===== src/rtl/cla_adder_64bit_if.sv =====
// Operand/result bundle for the 64-bit carry-lookahead adder.
// The master drives the operands; the slave returns the sums.
interface cla_adder_64bit_if;
    logic [63:0] A;
    logic [63:0] B;
    logic        c_in;
    logic [63:0] Sum;
    logic        c_out;
    logic [63:0] Sum_q;
    logic        c_out_q;

    modport master (
        output A, B, c_in,
        input  Sum, c_out, Sum_q, c_out_q
    );

    modport slave (
        input  A, B, c_in,
        output Sum, c_out, Sum_q, c_out_q
    );
endinterface


===== src/rtl/cla_adder_64bit.sv =====
// Hierarchical 64-bit carry-lookahead adder (4-bit blocks, 16-bit groups).
// A combinational sum is exposed together with a registered copy.
module cla_lcu (
    input  logic [3:0] g,
    input  logic [3:0] p,
    input  logic       ci,
    output logic [3:1] c,
    output logic       gg,
    output logic       pg
);
    assign c[1] = g[0] | (p[0] & ci);
    assign c[2] = g[1] | (p[1] & g[0]) | (p[1] & p[0] & ci);
    assign c[3] = g[2] | (p[2] & g[1]) | (p[2] & p[1] & g[0])
                | (p[2] & p[1] & p[0] & ci);
    assign gg   = g[3] | (p[3] & g[2]) | (p[3] & p[2] & g[1])
                | (p[3] & p[2] & p[1] & g[0]);
    assign pg   = &p;
endmodule

module cla4_block (
    input  logic [3:0] a,
    input  logic [3:0] b,
    input  logic       ci,
    output logic [3:0] sum,
    output logic       gg,
    output logic       pg
);
    logic [3:0] g;
    logic [3:0] p;
    logic [3:1] c;

    assign g = a & b;
    assign p = a ^ b;

    cla_lcu u_lcu (
        .g  (g),
        .p  (p),
        .ci (ci),
        .c  (c),
        .gg (gg),
        .pg (pg)
    );

    assign sum = p ^ {c[3:1], ci};
endmodule

module cla16_group (
    input  logic [15:0] a,
    input  logic [15:0] b,
    input  logic        ci,
    output logic [15:0] sum,
    output logic        gg,
    output logic        pg
);
    logic [3:0] g4;
    logic [3:0] p4;
    logic [3:1] c4;
    logic [3:0] cin4;

    // Block carries come only from the lookahead unit, never rippled.
    assign cin4 = {c4[3:1], ci};

    for (genvar i = 0; i < 4; i++) begin : g_blk
        cla4_block u_blk (
            .a   (a[4*i +: 4]),
            .b   (b[4*i +: 4]),
            .ci  (cin4[i]),
            .sum (sum[4*i +: 4]),
            .gg  (g4[i]),
            .pg  (p4[i])
        );
    end

    cla_lcu u_lcu (
        .g  (g4),
        .p  (p4),
        .ci (ci),
        .c  (c4),
        .gg (gg),
        .pg (pg)
    );
endmodule

module cla_adder_64bit (
    input  logic                     clk,
    input  logic                     rst,
    cla_adder_64bit_if.slave         bus
);
    logic [3:0]  g16;
    logic [3:0]  p16;
    logic [3:1]  c16;
    logic [3:0]  cin16;
    logic        g64;
    logic        p64;
    logic [63:0] sum;
    logic        cout;

    assign cin16 = {c16[3:1], bus.c_in};

    for (genvar i = 0; i < 4; i++) begin : g_grp
        cla16_group u_grp (
            .a   (bus.A[16*i +: 16]),
            .b   (bus.B[16*i +: 16]),
            .ci  (cin16[i]),
            .sum (sum[16*i +: 16]),
            .gg  (g16[i]),
            .pg  (p16[i])
        );
    end

    cla_lcu u_lcu (
        .g  (g16),
        .p  (p16),
        .ci (bus.c_in),
        .c  (c16),
        .gg (g64),
        .pg (p64)
    );

    assign cout      = g64 | (p64 & bus.c_in);
    assign bus.Sum   = sum;
    assign bus.c_out = cout;

    always_ff @(posedge clk or posedge rst) begin
        if (rst) begin
            bus.Sum_q   <= '0;
            bus.c_out_q <= 1'b0;
        end else begin
            bus.Sum_q   <= sum;
            bus.c_out_q <= cout;
        end
    end
endmodule


===== src/flat_wrapper.sv =====
// flat-port wrapper written by rule: the top's interface ports become plain ports
module cla_adder_64bit_flat 
  (clk, rst, bus_A, bus_B, bus_c_in, bus_Sum, bus_c_out, bus_Sum_q, bus_c_out_q);
  cla_adder_64bit_if bus_i ();
  input  logic clk;
  input  logic rst;
  input wire logic [$bits(bus_i.A)-1:0] bus_A;
  input wire logic [$bits(bus_i.B)-1:0] bus_B;
  input wire logic [$bits(bus_i.c_in)-1:0] bus_c_in;
  output wire logic [$bits(bus_i.Sum)-1:0] bus_Sum;
  output wire logic [$bits(bus_i.c_out)-1:0] bus_c_out;
  output wire logic [$bits(bus_i.Sum_q)-1:0] bus_Sum_q;
  output wire logic [$bits(bus_i.c_out_q)-1:0] bus_c_out_q;
  assign bus_i.A = bus_A;
  assign bus_i.B = bus_B;
  assign bus_i.c_in = bus_c_in;
  assign bus_Sum = bus_i.Sum;
  assign bus_c_out = bus_i.c_out;
  assign bus_Sum_q = bus_i.Sum_q;
  assign bus_c_out_q = bus_i.c_out_q;
  cla_adder_64bit u_core (.clk(clk), .rst(rst), .bus(bus_i));
endmodule

===== config.mk =====
export PLATFORM = sky130hd
export DESIGN_NAME = cla_adder_64bit_flat
export DESIGN_NICKNAME = d
export VERILOG_FILES = /design/src/rtl/cla_adder_64bit_if.sv /design/src/rtl/cla_adder_64bit.sv /design/src/flat_wrapper.sv
export SDC_FILE = /design/constraint.sdc
export NUM_CORES = 1
export LEC_CHECK = 0
export BUFFER_PORTS_ARGS = -buffer_cell sky130_fd_sc_hd__buf_2
export CAP_MARGIN = 5
export CORE_UTILIZATION = 40
export DETAILED_ROUTE_END_ITERATION = 16
export PLACE_DENSITY = 0.86
export SLEW_MARGIN = 20
export SYNTH_ARGS = -nofsm -noshare
export SYNTH_HDL_FRONTEND = slang
export SYNTH_HIERARCHICAL = 1
export SYNTH_SLANG_ARGS = --single-unit

===== constraint.sdc =====
create_clock -name clk -period 3.1 [get_ports clk]
set_input_delay 0.31 -clock clk [delete_from_list [all_inputs] [get_ports clk]]
set_output_delay 0.31 -clock clk [all_outputs]
set_load 0.05 [all_outputs]

==> metrics.yaml <==
tightest_slew_ns: 0.864
htree_levels: 3
syn_avg_cell_area_um2: 11.0
p_leak_nw: 4.06
grt_max_degree: 66
rows: 37
hold_path_class: "input port to async pin"
synth_top_area_share: 0.384
yosysWarnings: 6
dr.pass1.iters: 4
grt_pass1_wl_mm: 22.8
pin_count: 261
rsz0062_at_grt: "true"
violations: "setup timing"
syn_inst: 384
fmax_ghz: 0.318
hpwl_mm: 11.5
grt_usage: 0.262
cap_violations: 0
start_util: 0.412
total_power_w: 0.00483
synthDistinctLibCells: 10
worstPathArrival_ns: 2.83
worstPathRequired_ns: 2.79
critical_path_class: "input port to output port"
syn-num-nets: 579
netlist_top_cells_area: "dfrtp_1, ha_1, xor2_1"
finalCriticalPeriod_ns: 3.14
post-route-period-util: 1.01
tns_ns: -0.0904
hold_viol: 0
gp_congestion: 0.950
peakVddDrop_mv: 0.453
numPortBuffers: 260
final_cell_mix: "buf_2, buf_4, dfrtp_1"
wl_mm: 16.3
setup_ws_ns: -0.0419
area_delta_synth_final_pct: 80.1
die_x_um: 105
setup_violations: 3
yosysSeqAreaShare: 0.384
fp.dieArea_mm2: 0.0110
cts-root-buf: "clkbuf_8"
drtIter0Drc: 139
cts_tree: "yes"
seqCellArea_mm2: 0.00163
slew_headroom: 0.424
post-synth-top-area-cell: "dfrtp_1"
antenna_found_initial: 0
drc: 0
clk_pin_slew_worst_paths_ns: 0.08
design.core.area_mm2: 0.0103
synth_seq_cells: 65
cts.sinks: 65
cellPowerDensity_mw_per_mm2: 634
overflow: 0
fp.dieH_um: 105
multi_input_area_mm2: 0.00343
crit_path_end_kind: "output port"
path_max_fanout: 3
fin_area_mm2: 0.00762
finalNetCount: 955
via_per_inst: 5.23
maxSlewViolCount: 0
wl_per_cell_um: 18.1
max-clock-path-buffers: 2
final_common_cell: "buf_2"
status: "complete, but fails checks"
holdWs_ns: 0.210
synth_area_mm2: 0.00423
fillCellCount: 661
grt_pass1_vias: 4890
drive_gt1_frac: 0.627
vias: 4714
startpoint: "bus_A[13]"
startpoint_type: "input port"
pre_cts_ws_ns: -0.215
dpl_cell_area_mm2: 0.00665
numCtsBuffers: 9
antenna_left: 0
diodes: 0
-- where the power goes --
part	internal [W]	leakage, nW	total [W]	switching [W]
Clock	0.000393	0.0974	0.000744	0.000351
Sequential	0.00103	0.758	0.00108	0.0000519
Combinational	0.000894	3.20	0.00300	0.00211
-- metal layers --
| layer | part of all wire | GRT usage | up-vias |
|---|---|---|---|
| met2 | 0.55 | 0.508 | 225 |
| li1 | - | - | 2184 |
| met4 | 0.036 | 0.105 | 0 |
| met1 | 0.36 | 0.278 | 2255 |
| met5 | 0 | 0 | - |
| met3 | 0.054 | 0.0443 | 50 |
-- synthesized netlist by cell type --
master and n:
dfrtp_1 65, inv_1 1, nand2_1 21, and4_1 21, a21oi_1 42, o21ai_1 21, a31o_1 21, a21o_1 64
xor2_1 64, ha_1 64
-- worst max-delay path by stage --
stage	to	slack, ns	cells past startpoint
2_1_floorplan	bus_Sum[63]	-0.13	10
3_3_place_gp	bus_Sum[47]	-0.16	14
3_5_place_dp	bus_Sum[63]	-0.22	14
4_1_cts	bus_Sum[59]	0.0001	12
5_1_grt	bus_Sum[25]	-0.13	14
6_report	bus_Sum[25]	-0.04	14
-- metrics by stage --
| stage | instances | utilization |
|---|---|---|
| after floorplan | 384 | - |
| after global placement | 877 | 0.647 |
| after detailed placement | 877 | 0.647 |
| after CTS | 895 | 0.694 |
| after global routing | 901 | 0.742 |
| final | 901 | 0.742 |
-- registers in the layout, indices dropped and copies added (netlist names) --
name / flops
u_core/bus.Sum_q: 64
u_core/bus.c_out_q: 1
-- logic make-up (layout without fill, tap and decap cells) --
group | count (synthesis) | count (layout) | share of synthesized area
XOR/XNOR | 64 | 64 | 0.132
buffers and inverters | 1 | 382 | 0.000886
flip-flops | 65 | 65 | 0.384
adder cells (fa/ha/maj) | 64 | 64 | 0.189
AND/OR/NAND/NOR | 42 | 42 | 0.0621
AO/OA/AOI/OAI | 148 | 148 | 0.231
-- layout make-up --
type | instances | share of cell area
inverter | 1 | 0.000492
tap | 136 | 0.0223
clock inverter | 3 | 0.00525
multi-input combinational | 318 | 0.450
clock buffer | 13 | 0.0195
timing repair buffer | 365 | 0.289
sequential | 65 | 0.213
-- critical path, stage by stage --
cell and delay (ns):
buf_2 0.12, ha_4 0.24, a21oi_1 0.16, o21ai_1 0.13, a21oi_4 0.15, o21ai_2 0.08, a21o_1 0.20, buf_4 0.16
a21o_1 0.17, a21o_1 0.20, a21o_1 0.21, buf_4 0.15, xor2_1 0.22, buf_2 0.32
-- what timing repair did --
action / 4_1_cts / 5_1_grt
buffers inserted: 2 / 6
pin swaps: 17 / 24
gates resized for setup: 49 / 78
endpoints found under the hold margin: 0 / 0
endpoints found under the setup margin: 25 / 31
hold buffers: 0 / 0
(Power assumes the default switching activity.)
